$ cat config.mk
export PLATFORM = sky130hd
export DESIGN_NAME = lfsr_rng_flat
export DESIGN_NICKNAME = d
export VERILOG_FILES = /design/src/rtl/lfsr_rng_if.sv /design/src/rtl/lfsr_rng.sv /design/src/flat_wrapper.sv
export SDC_FILE = /design/constraint.sdc
export NUM_CORES = 1
export LEC_CHECK = 0
export ABC_CLOCK_PERIOD_IN_PS = 2550
export BUFFER_PORTS_ARGS = -buffer_cell sky130_fd_sc_hd__buf_2
export CORE_MARGIN = 10
export CORE_UTILIZATION = 35
export CTS_CLUSTER_DIAMETER = 30
export DETAILED_ROUTE_END_ITERATION = 12
export PLACE_DENSITY = 0.64
export SLEW_MARGIN = 20
export SYNTH_ARGS = -nofsm -noshare
export SYNTH_HDL_FRONTEND = slang
export SYNTH_SLANG_ARGS = --single-unit
$ cat constraint.sdc
create_clock -name clock -period 2.55 [get_ports clock]
set_clock_uncertainty 0.15 [all_clocks]
set_input_delay 0.255 -clock clock [delete_from_list [all_inputs] [get_ports clock]]
set_output_delay 0.255 -clock clock [all_outputs]
set_load 0.1 [all_outputs]
$ cat src/rtl/lfsr_rng_if.sv
// Sample/handshake bundle between the LFSR random source and its consumer.
// The master side is the generator; the slave side is the game logic.
interface lfsr_rng_if #(
  parameter int unsigned WIDTH = 13
);
  logic             enable;
  logic             seed_load;
  logic [WIDTH-1:0] seed_in;
  logic [WIDTH-1:0] rnd;
  logic             rnd_valid;
  logic             rnd_ready;

  modport master (
    input  enable,
    input  seed_load,
    input  seed_in,
    input  rnd_ready,
    output rnd,
    output rnd_valid
  );

  modport slave (
    output enable,
    output seed_load,
    output seed_in,
    output rnd_ready,
    input  rnd,
    input  rnd_valid
  );
endinterface

$ cat src/rtl/lfsr_rng.sv
// Fibonacci LFSR random source: publishes one sample every SHIFTS enabled shifts
// through a valid/ready register, stalling at the terminal count instead of dropping.
module lfsr_rng #(
  parameter int unsigned      WIDTH  = 13,
  parameter logic [WIDTH-1:0] TAPS   = 13'h100D,
  parameter logic [WIDTH-1:0] SEED   = 13'h000F,
  parameter int unsigned      SHIFTS = WIDTH
) (
  input  logic         clock,
  input  logic         reset_n,
  lfsr_rng_if.master   bus
);

  localparam logic [7:0] LAST = 8'(SHIFTS - 1);

  logic [WIDTH-1:0] state;
  logic [7:0]       count;
  logic [WIDTH-1:0] rnd;
  logic             rnd_valid;

  logic [WIDTH-1:0] shifted;
  logic             terminal;
  logic             stall;
  logic             shift;
  logic             publish;
  logic             consume;

  function automatic logic [WIDTH-1:0] lfsr_step(input logic [WIDTH-1:0] s);
    return {s[WIDTH-2:0], ^(s & TAPS)};
  endfunction

  // A zero seed would lock the register up, so it is replaced by SEED.
  function automatic logic [WIDTH-1:0] seed_fix(input logic [WIDTH-1:0] s);
    return (s == '0) ? SEED : s;
  endfunction

  always_comb begin
    shifted  = lfsr_step(state);
    terminal = (count == LAST);
    stall    = terminal && rnd_valid && !bus.rnd_ready;
    shift    = bus.enable && !bus.seed_load && !stall;
    publish  = shift && terminal;
    consume  = rnd_valid && bus.rnd_ready;
  end

  always_ff @(posedge clock or negedge reset_n) begin
    if (!reset_n) begin
      state     <= SEED;
      count     <= '0;
      rnd       <= '0;
      rnd_valid <= 1'b0;
    end else if (bus.seed_load) begin
      // Seed load discards a pending sample but leaves rnd untouched.
      state     <= seed_fix(bus.seed_in);
      count     <= '0;
      rnd_valid <= 1'b0;
    end else begin
      if (shift) begin
        state <= shifted;
        count <= terminal ? 8'd0 : 8'(count + 8'd1);
      end
      // Publishing wins over consuming, so back-to-back samples have no bubble.
      if (publish) begin
        rnd       <= shifted;
        rnd_valid <= 1'b1;
      end else if (consume) begin
        rnd_valid <= 1'b0;
      end
    end
  end

  assign bus.rnd       = rnd;
  assign bus.rnd_valid = rnd_valid;

endmodule

$ cat src/flat_wrapper.sv
// flat-port wrapper written by rule: the top's interface ports become plain ports
module lfsr_rng_flat 
#(
  parameter int unsigned      WIDTH  = 13,
  parameter logic [WIDTH-1:0] TAPS   = 13'h100D,
  parameter logic [WIDTH-1:0] SEED   = 13'h000F,
  parameter int unsigned      SHIFTS = WIDTH
)
  (clock, reset_n, bus_enable, bus_seed_load, bus_seed_in, bus_rnd_ready, bus_rnd, bus_rnd_valid);
  lfsr_rng_if #(.WIDTH(WIDTH)) bus_i ();
  input  logic clock;
  input  logic reset_n;
  input wire logic [$bits(bus_i.enable)-1:0] bus_enable;
  input wire logic [$bits(bus_i.seed_load)-1:0] bus_seed_load;
  input wire logic [$bits(bus_i.seed_in)-1:0] bus_seed_in;
  input wire logic [$bits(bus_i.rnd_ready)-1:0] bus_rnd_ready;
  output wire logic [$bits(bus_i.rnd)-1:0] bus_rnd;
  output wire logic [$bits(bus_i.rnd_valid)-1:0] bus_rnd_valid;
  assign bus_i.enable = bus_enable;
  assign bus_i.seed_load = bus_seed_load;
  assign bus_i.seed_in = bus_seed_in;
  assign bus_i.rnd_ready = bus_rnd_ready;
  assign bus_rnd = bus_i.rnd;
  assign bus_rnd_valid = bus_i.rnd_valid;
  lfsr_rng #(.WIDTH(WIDTH), .TAPS(TAPS), .SEED(SEED), .SHIFTS(SHIFTS)) u_core (.clock(clock), .reset_n(reset_n), .bus(bus_i));
endmodule
==> impl_metrics.env, run 1 <==
export IMPL_drt_wl_total_um=4110
export IMPL_track_usage_pct=10.2
export IMPL_cts_tree="yes"
export IMPL_start_kind="register"
export IMPL_cts_resized=0
export IMPL_endpoint_kind="register"
export IMPL_grt_max_degree=36
export IMPL_cap_violations=0
export IMPL_wl_met1_um=2030
export IMPL_cts_buffers=5
export IMPL_setup_worst_path_class="register to register"
export IMPL_dr_wl_met2_um=1750
export IMPL_dpl_hpwl_um=2950
export IMPL_worstMarginPinSlew_ns=0.765
export IMPL_tns_ns=0
export IMPL_grt_pass1_wl_um=6950
export IMPL_finalCritPeriodShare_pct=90.8
export IMPL_hold_buffers=1
export IMPL_syn_inst=162
export IMPL_clk_latency_ns=0.28
export IMPL_htreeDepth=2
export IMPL_p_leak_nw=0.985
export IMPL_avgSynthCellArea_sq_um=10.8
export IMPL_critical_path_required_ns=2.57
export IMPL_cts_root_buffer="clkbuf_8"
export IMPL_ir_drop_v=0.000317
export IMPL_slew_violations=0
export IMPL_fin_area_sq_um=2080
export IMPL_grt_pass1_vias=1404
export IMPL_syn_area_sq_um=1750
export IMPL_setup_viol=0
export IMPL_antenna_found_initial=0
export IMPL_first_iter_violations=65
export IMPL_final_cell_mix="31 x buf_2, 31 x dfrtp_1, 20 x nand3_1"
export IMPL_top_layer="met4"
export IMPL_synth_edf_count=0
export IMPL_yosys_top_cells_area="dfrtp_1 44%, mux2_2 9.0%, dfstp_2 6.0%, nand3_1 5.7%, mux2i_1 4.6%"
export IMPL_finalHoldViolCount=0
export IMPL_layout_drive_gt1_share_pct=32.3
export IMPL_synth_cell_types=42
export IMPL_place_ws_ns=0.251
export IMPL_place_area_sq_um=1990
export IMPL_arrival_ns=2.34
export IMPL_vias=1371
export IMPL_ioPinCount=32
export IMPL_drt_vias_per_instance=5.12
export IMPL_syn2layout_area_growth_pct=19.3
export IMPL_synth_top_area_share_pct=44.4
export IMPL_fin_ws_ns=0.235
export IMPL_synth_top_cell_by_area="dfrtp_1"
export IMPL_dieArea_sq_um=8220
export IMPL_start_util_pct=36.5
export IMPL_clock_path_buffers=2
export IMPL_grt_overflow=0
export IMPL_die_y_um=90.6
export IMPL_drt_first_pass_iters=4
export IMPL_relSlewSlack_pct=49.0
export IMPL_outcome="finished clean"
export IMPL_cp_max_fo=4
export IMPL_drc=0
export IMPL_ys_warn_count=0
export IMPL_p_per_area_nw_per_um2=560
export IMPL_synthesis_nets=182
export IMPL_hold_class="primary input to register"
export IMPL_whs_ns=0.0926
export IMPL_yosysSeqAreaShare_pct=50.4
export IMPL_coreArea_sq_um=4790
export IMPL_detail_route_antenna_nets=0
export IMPL_place_gp_congestion=0.841
export IMPL_yosys_register_bits=35
export IMPL_antenna_cells=0
export IMPL_die_width_um=90.6
export IMPL_wl_per_cell_um=15.3
export IMPL_path_clk_slew_ns=0.07
export IMPL_period_needed_ns=2.32
export IMPL_rows=25
export IMPL_grt_setup_unrepaired="false"
export IMPL_synth_ff_type="dfrtp_1"
export IMPL_fmaxAchievable_ghz=0.432
export IMPL_synthArstFlopShare_pct=100
export IMPL_nNetsFinal=220
export IMPL_post_cts_setup_buffers=0
export IMPL_portBuffers=31
export IMPL_cts_num_sinks=35
export IMPL_wl_met3_um=272
per-stage QoR:
step / power, mW / util [%] / std cells
6_report: 1.17 / 43.5 / 268
5_1_grt: 1.23 / 43.5 / 268
4_1_cts: 1.18 / 43.5 / 268
3_5_place_dp: 0.789 / 41.6 / 259
3_3_place_gp: 0.787 / 41.6 / 259
2_1_floorplan: 0.724 / - / 162
cells in the mapped netlist (all sizes together) (2+ instances only):
library cell and number:
nand3 20, clkbuf 2, nand3b 2, o21ai 13
nand2b 2, dfrtp 31, mux2 14, or4 2
nor3 4, xnor2 3, nand2 8, o211ai 2
a21oi 5, dfstp 4, o31ai 4, or3 4
inv 5, nor2 8, mux2i 8, buf 4
ha 2
state kept, by name (all words and copies together) (netlist names):
signal / flops
u_core.bus.rnd_valid: 1
u_core.bus.rnd: 13
u_core.state: 13
u_core.count: 8
final cells by class:
type / instances / area (sq um)
Clock buffer: 7 / 76.3
Fill cell: 469 / 2700
Tap cell: 67 / 83.8
Sequential cell: 35 / 881
Multi-Input combinational cell: 116 / 816
Timing Repair Buffer: 37 / 203
Inverter: 5 / 18.8
Clock inverter: 1 / 5.00
layer usage:
layer  GRT usage [%]  vias to the layer above
li1                -                      666
met1            13.4                      655
met2            14.4                       44
met3            3.99                        6
met4            4.51                        0
met5               0                        -
path summary, 6_finish.rpt:
| kind | slack [ns] | startpoint | cells past startpoint | end |
|---|---|---|---|---|
| min reg2reg | 0.35 | u_core.bus.rnd[12] | 1 | u_core.bus.rnd[12] |
| max reg2reg | 0.23 | u_core.count[0] | 6 | u_core.state[4] |
| max in group asynchronous | 1.32 | reset_n | 2 | u_core.count[3] |
| max | 0.23 | u_core.count[0] | 6 | u_core.state[4] |
| min in group asynchronous | 0.43 | reset_n | 2 | u_core.count[2] |
| min | 0.09 | bus_seed_in[2] | 3 | u_core.state[2] |
logic make-up after synthesis:
kind of cell	Yosys count	synth area share, %
AOI/OAI and AO/OA	31	12.0
buffers and inverters	11	2.86
muxes	22	13.6
DFF	35	50.4
and+or+nand+nor	57	17.7
adders and majority gates	2	1.43
xor gates and xnor gates	4	2.01
where the power goes:
group | internal, mW | switching (mW)
registers | 0.598 | 0.0329
clock network | 0.192 | 0.194
logic | 0.0674 | 0.0821
total | 0.857 | 0.309
critical path, stage by stage, from the launching register on:
cell and delay (ns):
dfrtp_1 0.41, inv_1 0.09, ha_1 0.15, or4b_4 0.48, or3_4 0.42, a21oi_4 0.16, mux2_2 0.34
Power figures use the tool's default switching activity.
==> inputs of run 2 (changes only) <==
REMOVE_ABC_BUFFERS = 1   (was not set)
==> run 2 against run 1 <==
- register-to-register slack about the same
- flip-flop and latch count unchanged
- non-clock buffer count increased by 1
- sequential share of layout area decreased by 0.53 points
==> impl_metrics.env, run 2 (synthesis gave the netlist of run 1 again) <==
export IMPL_outcome="finished clean"
export IMPL_rows=25
export IMPL_grt_pass1_vias=1393
export IMPL_clk_latency_ns=0.29
export IMPL_tns_ns=0
export IMPL_grt_pass1_wl_um=7250
export IMPL_r2r_slack_ns=0.25
export IMPL_worstMarginPinSlew_ns=0.788
export IMPL_path_clk_slew_ns=0.07
export IMPL_nNetsFinal=221
export IMPL_coreArea_sq_um=4790
export IMPL_wl_per_cell_um=15.5
export IMPL_met3_usage_pct=4.90
export IMPL_clock_path_buffers=2
export IMPL_total_power_mw=1.23
export IMPL_crit_start="u_core.count[0]"
export IMPL_slew_violations=0
export IMPL_setup_viol=0
export IMPL_fin_ws_ns=0.247
export IMPL_multi_input_area_sq_um=816
export IMPL_ir_drop_v=0.000279
export IMPL_nFillCells=443
export IMPL_die_y_um=90.6
export IMPL_grt_setup_unrepaired="false"
export IMPL_portBuffers=31
export IMPL_drc=0
export IMPL_place_area_sq_um=2000
export IMPL_detail_route_antenna_nets=0
export IMPL_layout_drive_gt1_share_pct=33.2
export IMPL_first_iter_violations=87
export IMPL_antenna_cells=0
export IMPL_dieArea_sq_um=8220
export IMPL_arrival_ns=2.33
export IMPL_cts_num_sinks=35
export IMPL_p_leak_nw=0.999
export IMPL_use_met2_pct=14.7
export IMPL_min_to="u_core.state[1]"
export IMPL_period_needed_ns=2.30
export IMPL_rr_startpoint="u_core.count[0]"
export IMPL_cap_violations=0
export IMPL_start_util_pct=36.5
export IMPL_cts_tree="yes"
export IMPL_grt_max_degree=36
export IMPL_rr_worst_depth=6
export IMPL_place_gp_congestion=0.854
export IMPL_cts_root_buffer="clkbuf_8"
export IMPL_instances_no_fill=269
export IMPL_r2r_end="u_core.state[4]"
export IMPL_hold_class="primary input to register"
export IMPL_die_width_um=90.6
export IMPL_vias=1357
export IMPL_worstHoldPathCells=3
export IMPL_finalCritPeriodShare_pct=90.3
export IMPL_cts_buffers=5
export IMPL_busiest_layer="met2"
export IMPL_endpoint_kind="register"
export IMPL_start_kind="register"
export IMPL_globalRouteMet1Util_pct=14.0
export IMPL_p_per_area_nw_per_um2=582
export IMPL_final_cell_mix="31 x buf_2, 31 x dfrtp_1, 20 x nand3_1"
export IMPL_reg_top3="u_core.bus.rnd (13), u_core.state (13), u_core.count (8)"
export IMPL_setup_worst_path_class="register to register"
export IMPL_critical_path_required_ns=2.58
export IMPL_antenna_found_initial=0
export IMPL_cts_resized=0
export IMPL_cp_max_fo=4
export IMPL_fin_area_sq_um=2110
export IMPL_drt_wl_total_um=4170
export IMPL_relSlewSlack_pct=47.5
export IMPL_seq_area_sq_um=881
export IMPL_fmaxAchievable_ghz=0.434
export IMPL_hold_start="bus_seed_in[1]"
export IMPL_ioPinCount=32
export IMPL_drt_vias_per_instance=5.04
export IMPL_track_usage_pct=10.8
export IMPL_finalHoldViolCount=0
export IMPL_grt_overflow=0
export IMPL_place_ws_ns=0.248
export IMPL_drt_first_pass_iters=4
export IMPL_htreeDepth=2
export IMPL_dpl_hpwl_um=2970
export IMPL_place_inst=260
export IMPL_syn2layout_area_growth_pct=20.8
[run 2: cell count changes in the layout (fill, tap and decap cells not counted)]
cell | before | now
clkinv_2 | 1 | 0
buf_4 | 5 | 6
clkbuf_1 | 2 | 1
clkbuf_8 | 5 | 7
[run 2: how the worst max path moves through the flow]
stage	end
4_1_cts	u_core.state[4]
3_5_place_dp	u_core.state[4]
6_report	u_core.state[4]
3_3_place_gp	u_core.state[4]
2_1_floorplan	u_core.state[4]
5_1_grt	u_core.state[10]
[run 2: layout make-up]
cell class                      instances  share of cell area, %
Tap cell                               67                   3.97
Clock buffer                            8                   4.74
Inverter                                5                  0.890
Multi-Input combinational cell        116                   38.7
Sequential cell                        35                   41.8
Timing Repair Buffer                   38                   9.96
[run 2: worst max-delay path, cell delays in order (launching register included)]
cell and delay (ns):
dfrtp_1 0.41, inv_1 0.09, ha_1 0.15, or4b_4 0.48, or3_4 0.42, a21oi_4 0.16
mux2_2 0.34
[run 2: report_power, final]
| part | switching (mW) | total [mW] | internal, mW |
|---|---|---|---|
| clock network | 0.204 | 0.451 | 0.247 |
| logic | 0.0798 | 0.148 | 0.0682 |
| registers | 0.0317 | 0.629 | 0.597 |
| total | 0.316 | 1.23 | 0.912 |
[run 2: metrics by stage]
step                      hold WS (ns)  utilization (%)
final                           0.0808             44.1
after global routing            0.0759             44.1
after global placement           0.232             41.8
after floorplan                 -0.191                -
after detailed placement         0.244             41.8
after CTS                       0.0696             44.1
[run 2: metal layers]
layer | vias up | part of all wire (%)
li1 | 671 | -
met1 | 642 | 47
met2 | 37 | 43
met3 | 7 | 8.1
met4 | 0 | 1.7
met5 | - | 0
[run 2: repair_timing]
action                    CTS  global route
hold endpoints to repair   31             0
hold buffers                1             0
buffers inserted            0             0
==> inputs of run 3 (changes only) <==
--- a/config.mk
+++ b/config.mk
@@ -7,3 +7,3 @@
 export LEC_CHECK = 0
-export ABC_CLOCK_PERIOD_IN_PS = 2550
+export ABC_CLOCK_PERIOD_IN_PS = 2700
 export BUFFER_PORTS_ARGS = -buffer_cell sky130_fd_sc_hd__buf_2
==> constraint.sdc (replaced) <==
create_clock -name clock -period 2.7 [get_ports clock]
set_clock_uncertainty 0.15 [all_clocks]
set_input_delay 0.27 -clock clock [delete_from_list [all_inputs] [get_ports clock]]
set_output_delay 0.27 -clock clock [all_outputs]
set_load 0.01 [all_outputs]
==> run 3 against run 2 <==
- wire length shrank 0.67%
- critical path depth grew 1
- non-clock buffer count shrank 3
- die area is the same
==> impl_metrics.env, run 3 (synthesis gave the netlist of run 1 again) <==
export IMPL_cts_root_buffer="clkbuf_8"
export IMPL_dieArea_sq_um=8220
export IMPL_portBuffers=31
export IMPL_path_cells="inv_1 > ha_1 > or4b_4 > or3_4 > a21oi_4 > buf_4 > o21ai_0"
export IMPL_place_gp_congestion=0.855
export IMPL_first_iter_violations=102
export IMPL_wl_per_cell_um=15.6
export IMPL_finalCritPeriodShare_pct=86.0
export IMPL_drc=0
export IMPL_setup_viol=0
export IMPL_die_y_um=90.6
export IMPL_worstMarginPinSlew_ns=0.786
export IMPL_start_util_pct=36.5
export IMPL_antenna_cells=0
export IMPL_tns_ns=0
export IMPL_p_leak_nw=0.976
export IMPL_clock_path_buffers=2
export IMPL_hold_class="primary input to register"
export IMPL_slew_violations=0
export IMPL_finalHoldViolCount=0
export IMPL_hold_start="bus_seed_in[1]"
export IMPL_final_core_util_pct=43.2
export IMPL_coreArea_sq_um=4790
export IMPL_drt_wl_total_um=4150
export IMPL_dpl_hpwl_um=2910
export IMPL_worstHoldPathCells=3
export IMPL_final_cell_mix="31 x buf_2, 31 x dfrtp_1, 20 x nand3_1"
export IMPL_critical_path_max_stage_delay_ns=0.48
export IMPL_ir_drop_v=0.000382
export IMPL_nFillCells=455
export IMPL_arrival_ns=2.34
export IMPL_endpoint_kind="register"
export IMPL_grt_pass1_vias=1409
export IMPL_die_width_um=90.6
export IMPL_rows=25
export IMPL_clk_latency_ns=0.29
export IMPL_grt_setup_unrepaired="false"
export IMPL_grt_pass1_wl_um=6890
export IMPL_r2r_end="u_core.state[9]"
export IMPL_rr_startpoint="u_core.count[0]"
export IMPL_syn2layout_area_growth_pct=18.4
export IMPL_detail_route_antenna_nets=0
export IMPL_drt_first_pass_iters=4
export IMPL_start_kind="register"
export IMPL_drt_vias_per_instance=5.32
export IMPL_vias=1414
export IMPL_grt_overflow=0
export IMPL_cts_num_sinks=35
export IMPL_relSlewSlack_pct=47.6
export IMPL_min_to="u_core.state[1]"
export IMPL_nNetsFinal=218
export IMPL_cts_buffers=5
export IMPL_grt_max_degree=36
export IMPL_p_per_area_nw_per_um2=532
export IMPL_reg_top3="u_core.bus.rnd (13), u_core.state (13), u_core.count (8)"
export IMPL_setup_worst_path_class="register to register"
export IMPL_path_clk_slew_ns=0.07
export IMPL_outcome="finished clean"
export IMPL_ioPinCount=32
export IMPL_antenna_found_initial=0
export IMPL_seq_area_sq_um=881
export IMPL_critical_path_required_ns=2.71
export IMPL_cap_violations=0
export IMPL_rr_worst_depth=7
export IMPL_cts_resized=0
export IMPL_multi_input_area_sq_um=816
export IMPL_track_usage_pct=10.2
export IMPL_cp_max_fo=12
export IMPL_htreeDepth=2
export IMPL_critPathSlowestCell="or4b_4"
export IMPL_cts_tree="yes"
export IMPL_fmaxAchievable_ghz=0.431
export IMPL_post_cts_setup_buffers=0
export IMPL_period_needed_ns=2.32
export IMPL_layout_drive_gt1_share_pct=31.7
export IMPL_r2r_slack_ns=0.38
==> run 3: cell count changes in the layout (fill, tap and decap cells not counted) <==
cell,before,now
buf_4,6,3
clkbuf_1,1,2
clkbuf_8,7,5
clkinv_2,0,1
==> run 3: per-layer routing <==
metal	part of all wire [%]	global-route usage, %
met1	47	13.0
met2	43	14.5
met3	8.1	4.16
met4	1.7	4.64
met5	0	0
==> run 3: power by group <==
part           internal (mW)  switching, mW  total (mW)
sequential             0.564         0.0301       0.594
clock                  0.181          0.187       0.368
combinational         0.0608         0.0772       0.138
total                  0.806          0.294        1.10
==> run 3: worst max path at each step <==
| stage | startpoint | endpoint | cells after the start |
|---|---|---|---|
| final | u_core.count[0] | u_core.state[9] | 7 |
| after global placement | u_core.count[0] | u_core.state[4] | 6 |
| after floorplan | u_core.count[0] | u_core.state[4] | 6 |
| after global routing | u_core.count[1] | u_core.state[9] | 7 |
| after CTS | u_core.count[0] | u_core.state[4] | 6 |
| after detailed placement | u_core.count[0] | u_core.state[4] | 6 |
==> run 3: final cells by class <==
class                   count  share of cell area (%)
flip-flops and latches     35                    42.6
multi-input cells         116                    39.4
repair buffers             35                    9.07
well taps                  67                    4.05
clock buffers               7                    3.69
inverters                   5                   0.907
clock inverters             1                   0.242
==> run 3: stage by stage <==
stage	worst slack, ns	area (sq um)	hold slack (ns)	cells	total power, mW
after detailed placement	0.397	1980	0.246	257	0.739
after global routing	0.272	2070	0.117	266	1.15
after floorplan	0.347	1720	-0.176	156	0.678
final	0.378	2070	0.0971	266	1.10
after CTS	0.387	2070	0.0880	266	1.11
after global placement	0.434	1980	0.250	257	0.737
==> run 3: what timing repair did <==
| action | CTS | global route |
|---|---|---|
| hold buffers | 1 | 0 |
| setup endpoints to repair | 0 | 0 |
| hold endpoints to repair | 31 | 0 |
==> run 3: critical path: cells and delay by family, from the launching register on <==
family / cells / cell delay (ns)
AOI/OAI and AO/OA: 2 / 0.28
adders and majority gates: 1 / 0.16
buffers and inverters: 2 / 0.30
DFF: 1 / 0.41
and+or+nand+nor: 2 / 0.90
